File: config.mk
export PLATFORM = sky130hd
export DESIGN_NAME = vga_sync_decoder
export DESIGN_NICKNAME = d
export VERILOG_FILES = /design/src/rtl/vga_sync_decoder.sv
export SDC_FILE = /design/constraint.sdc
export NUM_CORES = 1
export LEC_CHECK = 0
export CAP_MARGIN = 20
export CORE_MARGIN = 2
export CORE_UTILIZATION = 61
export CTS_CLUSTER_SIZE = 20
export DETAILED_ROUTE_END_ITERATION = 8
export PLACE_DENSITY = 0.91
export SYNTH_ARGS = -nofsm -noshare
export SYNTH_HDL_FRONTEND = slang
export SYNTH_SLANG_ARGS = --single-unit
File: constraint.sdc
create_clock -name clk_25 -period 7.3 [get_ports clk_25]
set_clock_uncertainty 0.2 [all_clocks]
set_input_delay 1.46 -clock clk_25 [delete_from_list [all_inputs] [get_ports clk_25]]
set_output_delay 1.46 -clock clk_25 [all_outputs]
set_load 0.1 [all_outputs]
File: src/rtl/vga_sync_decoder.sv
// Recovers pixel position, line/frame measurements and lock status from active-low VGA syncs.
// Build option: define VGA_INPUT_SYNC_EN to add a two-flop synchronizer on the sync inputs.
module vga_sync_decoder #(
    parameter int H_SYNC      = 96,
    parameter int H_BACK      = 48,
    parameter int H_ACTIVE    = 640,
    parameter int V_SYNC      = 2,
    parameter int V_BACK      = 29,
    parameter int V_ACTIVE    = 480,
    parameter int LOCK_FRAMES = 2
) (
    input  logic       clk_25,
    input  logic       reset_n,
    input  logic       h_sync_in,
    input  logic       v_sync_in,
    output logic [9:0] h_pos,
    output logic [9:0] v_pos,
    output logic       active,
    output logic       locked,
    output logic [9:0] line_len,
    output logic [9:0] frame_lines,
    output logic       err
);

    typedef enum logic [1:0] {UNLOCKED, ALIGN, TRAINING, LOCKED} state_t;

    localparam logic [9:0] H_LO = 10'(H_SYNC + H_BACK);
    localparam logic [9:0] H_HI = 10'(H_SYNC + H_BACK + H_ACTIVE);
    localparam logic [9:0] V_LO = 10'(V_SYNC + V_BACK);
    localparam logic [9:0] V_HI = 10'(V_SYNC + V_BACK + V_ACTIVE);
    localparam logic [9:0] SAT  = 10'h3FF;

    logic hs, vs, hs_q, vs_q;
    logic hs_fall, vs_fall;

`ifdef VGA_INPUT_SYNC_EN
    logic hs_m, vs_m;
    always_ff @(posedge clk_25 or negedge reset_n) begin
        if (!reset_n) begin
            hs_m <= 1'b1;
            vs_m <= 1'b1;
            hs   <= 1'b1;
            vs   <= 1'b1;
        end else begin
            hs_m <= h_sync_in;
            vs_m <= v_sync_in;
            hs   <= hs_m;
            vs   <= vs_m;
        end
    end
`else
    always_ff @(posedge clk_25 or negedge reset_n) begin
        if (!reset_n) begin
            hs <= 1'b1;
            vs <= 1'b1;
        end else begin
            hs <= h_sync_in;
            vs <= v_sync_in;
        end
    end
`endif

    // Previous-value flops reset high so leaving reset never looks like a falling edge
    always_ff @(posedge clk_25 or negedge reset_n) begin
        if (!reset_n) begin
            hs_q <= 1'b1;
            vs_q <= 1'b1;
        end else begin
            hs_q <= hs;
            vs_q <= vs;
        end
    end

    assign hs_fall = hs_q & ~hs;
    assign vs_fall = vs_q & ~vs;

    logic [9:0] h_inc, v_inc;
    assign h_inc = (h_pos == SAT) ? h_pos : h_pos + 10'd1;
    assign v_inc = (v_pos == SAT) ? v_pos : v_pos + 10'd1;

    always_ff @(posedge clk_25 or negedge reset_n) begin
        if (!reset_n) begin
            h_pos       <= '0;
            v_pos       <= '0;
            line_len    <= '0;
            frame_lines <= '0;
        end else begin
            if (hs_fall) begin
                h_pos    <= '0;
                line_len <= h_inc;
            end else begin
                h_pos <= h_inc;
            end
            if (vs_fall) begin
                v_pos       <= '0;
                frame_lines <= v_inc;
            end else if (hs_fall) begin
                v_pos <= v_inc;
            end
        end
    end

    state_t     state, state_n;
    logic [3:0] good_cnt, good_n;
    logic [9:0] ref_len, ref_len_n, ref_lines, ref_lines_n;
    logic       mismatch;

    always_ff @(posedge clk_25 or negedge reset_n) begin
        if (!reset_n) begin
            state     <= UNLOCKED;
            good_cnt  <= '0;
            ref_len   <= '0;
            ref_lines <= '0;
        end else begin
            state     <= state_n;
            good_cnt  <= good_n;
            ref_len   <= ref_len_n;
            ref_lines <= ref_lines_n;
        end
    end

    // Saturation is flagged on the cycle before h_pos reaches 1023 so err fires only once
    assign mismatch = (hs_fall && (h_inc != ref_len)) ||
                      (vs_fall && (v_inc != ref_lines)) ||
                      (!hs_fall && (h_pos == SAT - 10'd1));

    always_comb begin
        state_n     = state;
        good_n      = good_cnt;
        ref_len_n   = ref_len;
        ref_lines_n = ref_lines;
        err         = 1'b0;
        case (state)
            UNLOCKED: if (vs_fall) state_n = ALIGN;
            ALIGN: begin
                if (vs_fall && line_len != '0) begin
                    ref_lines_n = v_inc;
                    ref_len_n   = line_len;
                    good_n      = '0;
                    state_n     = TRAINING;
                end
            end
            TRAINING: begin
                if (mismatch) begin
                    err     = 1'b1;
                    state_n = UNLOCKED;
                end else if (vs_fall) begin
                    good_n = good_cnt + 4'd1;
                    if (good_cnt + 4'd1 == 4'(LOCK_FRAMES)) state_n = LOCKED;
                end
            end
            LOCKED: begin
                if (mismatch) begin
                    err     = 1'b1;
                    state_n = UNLOCKED;
                end
            end
            default: state_n = UNLOCKED;
        endcase
    end

    assign locked = (state == LOCKED);
    assign active = locked && (h_pos >= H_LO) && (h_pos < H_HI) &&
                    (v_pos >= V_LO) && (v_pos < V_HI);

endmodule

==> flow_metrics.py <==
metrics = {
    "run_status": {
        "outcome": "finished clean",
    },
    "logic_synthesis": {
        "yosysMostFrequentCell": "nand2_1",
        "ys_seq_elements": 70,
        "netlist_area_um2": 3980,
        "synth_common_cells": "nand2_1 (79), dfrtp_1 (66), o21ai_0 (40)",
        "synth_warnings": 0,
        "synthTopCellsByArea": "dfrtp_1 (41%), nand2_1 (7.4%), o21ai_0 (5.0%)",
        "synth_nets": 450,
        "yosysSeqAreaShare_pct": 44.1,
        "synth_edf_count": 0,
        "synth_area_per_cell_um2": 9.05,
        "synthCells": 440,
        "synthDistinctLibCells": 68,
        "synth-async-reset-ratio_pct": 100,
        "netlist.area_leader.share_pct": 41.5,
        "yosys.area.top_type": "dfrtp_1",
        "synthFlopType": "dfrtp_1",
    },
    "sta": {
        "hold_violations": 0,
        "rsz0062_at_grt": "no",
        "tightest_slew_ps": 1070,
        "slew_headroom_pct": 28.6,
        "period_needed_ps": 5650,
        "timing.hold.ws_ps": 176,
        "maxSlewViolCount": 0,
        "max_freq_ghz": 0.177,
        "period_share_pct": 77.5,
        "setup_ws_ps": 1650,
        "finalSetupViolations": 0,
        "tns_ps": 0,
    },
    "cts": {
        "worstSkewPairLatency_ps": 350,
        "cts_root_buffer": "clkbuf_8",
        "cts_made_buffers": 9,
        "cts_setup_buffers": 0,
        "htreeDepth": 3,
        "clock_sinks": 70,
        "cts_resized": 0,
        "max-clock-path-buffers": 2,
        "cts_tree": "done",
        "cts_hold_buf": 0,
        "clk_transition_reported_paths_ps": 70,
    },
    "place": {
        "place_ws_ps": 2070,
        "dpl.cell_count": 541,
        "gp_congestion": 0.963,
        "portBuffers": 46,
        "dp_hpwl_um": 6890,
        "postPlaceCellArea_um2": 4450,
    },
    "final_layout": {
        "finalNetCount": 486,
        "fin_util_pct": 73.7,
        "fin_cells": 558,
        "drive_gt1_share_pct": 9.56,
        "area_delta_synth_final_pct": 17.5,
        "antenna_cells": 0,
        "postLayoutCellArea_um2": 4680,
    },
    "power_and_ir_drop": {
        "powerDensity_nw_per_um2": 288,
        "pwr-share-seq_pct": 37.6,
        "p_switching_mw": 0.576,
        "comb_power_share_pct": 37.2,
        "clockPowerShare_pct": 25.2,
        "peakVddDrop_mv": 0.291,
        "switching_share_pct": 42.7,
        "power.internal_mw": 0.773,
        "p_leak_nw": 2.00,
        "power_mw": 1.35,
    },
    "worst_setup_path": {
        "start_kind": "flop",
        "cp_max_fo": 14,
        "cp.required_ps": 5640,
        "rrSetupSlack_ps": 4170,
        "criticalPathCategory": "reg2out",
        "end_kind": "output pin",
        "worst_ep_arrival_time_ps": 3990,
    },
    "floorplanning": {
        "start_util_pct": 62.7,
        "dieWidth_um": 84.8,
        "ioPinCount": 47,
        "dieHeight_um": 84.8,
        "core_um2": 6350,
        "die-area_um2": 7190,
        "num_rows": 29,
    },
    "routing": {
        "drt-wirelength-per-cell_um": 17.6,
        "top_layer_used": "met4",
        "met1_length_um": 4190,
        "ant_nets": 0,
        "drc": 0,
        "wirelength_um": 9840,
        "drtIter0Drc": 324,
        "via_count": 3497,
        "dr_wl_met3_um": 789,
        "drt_first_pass_iters": 5,
        "dr_wl_met2_um": 4690,
        "vias_per_cell": 6.27,
    },
    "grt": {
        "grt_pass1_wl_um": 16400,
        "overflow": 0,
        "antenna_found_initial": 0,
        "track_usage_pct": 28.9,
        "grt_pass1_vias": 3327,
        "grt_max_degree": 71,
    },
    "flow_run": {
        "max_cap_viol_count": 0,
    },
    "hold_path": {
        "min_path_type": "reg2reg",
    },
}
routing by layer:
layer,up-vias,GRT usage [%]
met5,-,0
met4,0,10.7
met3,20,6.91
met2,159,44.5
met1,1698,40.3
li1,1620,-
registers in the layout, indices dropped and copies added, names as in the netlist, 2 cells and up:
signal,cells
frame_lines,10
good_cnt,4
h_pos,10
line_len,10
ref_len,10
ref_lines,10
state,2
v_pos,10
logic make-up (layout without fill, tap and decap cells):
logic type	Yosys count	in the layout	synth area share (%)
and+or+nand+nor	198	198	26.4
AOI/OAI and AO/OA	97	97	15.8
DFF	70	70	44.1
buffers and inverters	35	76	3.67
xor gates and xnor gates	26	26	6.06
muxes	8	8	2.10
adders and majority gates	6	6	1.88
worst paths after layout:
check | startpoint | end | cells past startpoint
setup / recovery | v_pos[0]$_DFFE_PN0P_ | err | 9
hold / removal | vs$_DFF_PN1_ | vs_q$_DFF_PN1_ | 0
setup reg to reg | v_pos[0]$_DFFE_PN0P_ | good_cnt[1]$_DFFE_PN0P_ | 8
hold reg to reg | vs$_DFF_PN1_ | vs_q$_DFF_PN1_ | 0
max in group asynchronous | reset_n | good_cnt[0]$_DFFE_PN0P_ | 2
min in group asynchronous | reset_n | v_pos[3]$_DFFE_PN0P_ | 2
worst max-delay path: stages, from the launching register on:
cell and delay [ps]:
dfrtp_1 500, ha_1 440, nand2b_1 220, mux2i_1 430
xor2_1 240, o2111ai_1 200, nor4b_4 420, o21a_1 190
nor2_1 50, clkdlybuf4s50_1 960
cell usage in the layout (no fill, tap or decap), types with 2 or more instances in the layout:
master            n
nand3_1          10
nand3b_1          2
nor2b_1           6
clkdlybuf4s50_1  45
and2_1            4
o211ai_1          2
nor2_1           39
nand2b_1          6
a31o_2            2
nand2_1          79
or3_1             3
dfstp_2           4
o21ai_1           4
ha_1              6
o21a_1            2
o21ai_0          40
mux2i_1           7
nand4_1           7
dfrtp_1          66
buf_4             3
a211oi_1          2
nor4b_1           2
nor4_1            3
o22ai_1           2
nand3_4           2
clkbuf_8         13
o211a_1           2
and4_1            5
a31oi_1           6
xor2_1           11
inv_1            10
nor3_4            2
nor3_1            9
a21oi_1          13
xnor2_1          14
o2111ai_1         4
nand3_2           2
and3_1            7
cell type report:
type                            instances  area, um^2
Clock buffer                           14         183
Multi-Input combinational cell        335        2080
Sequential cell                        70        1760
Timing Repair Buffer                   50         489
Inverter                               10        37.5
Tap cell                               77        96.3
Clock inverter                          2        37.5
Fill cell                             458        1670
power by group through the flow:
stage | Clock (mW) | Sequential (mW) | Combinational (mW)
final | 0.340 | 0.507 | 0.501
after global placement | 0 | 0.507 | 0.484
after global routing | 0.360 | 0.516 | 0.531
after floorplan | 0 | 0.673 | 0.206
after detailed placement | 0 | 0.512 | 0.497
after CTS | 0.343 | 0.506 | 0.500
Note: power is estimated with default switching activity, not from simulation.
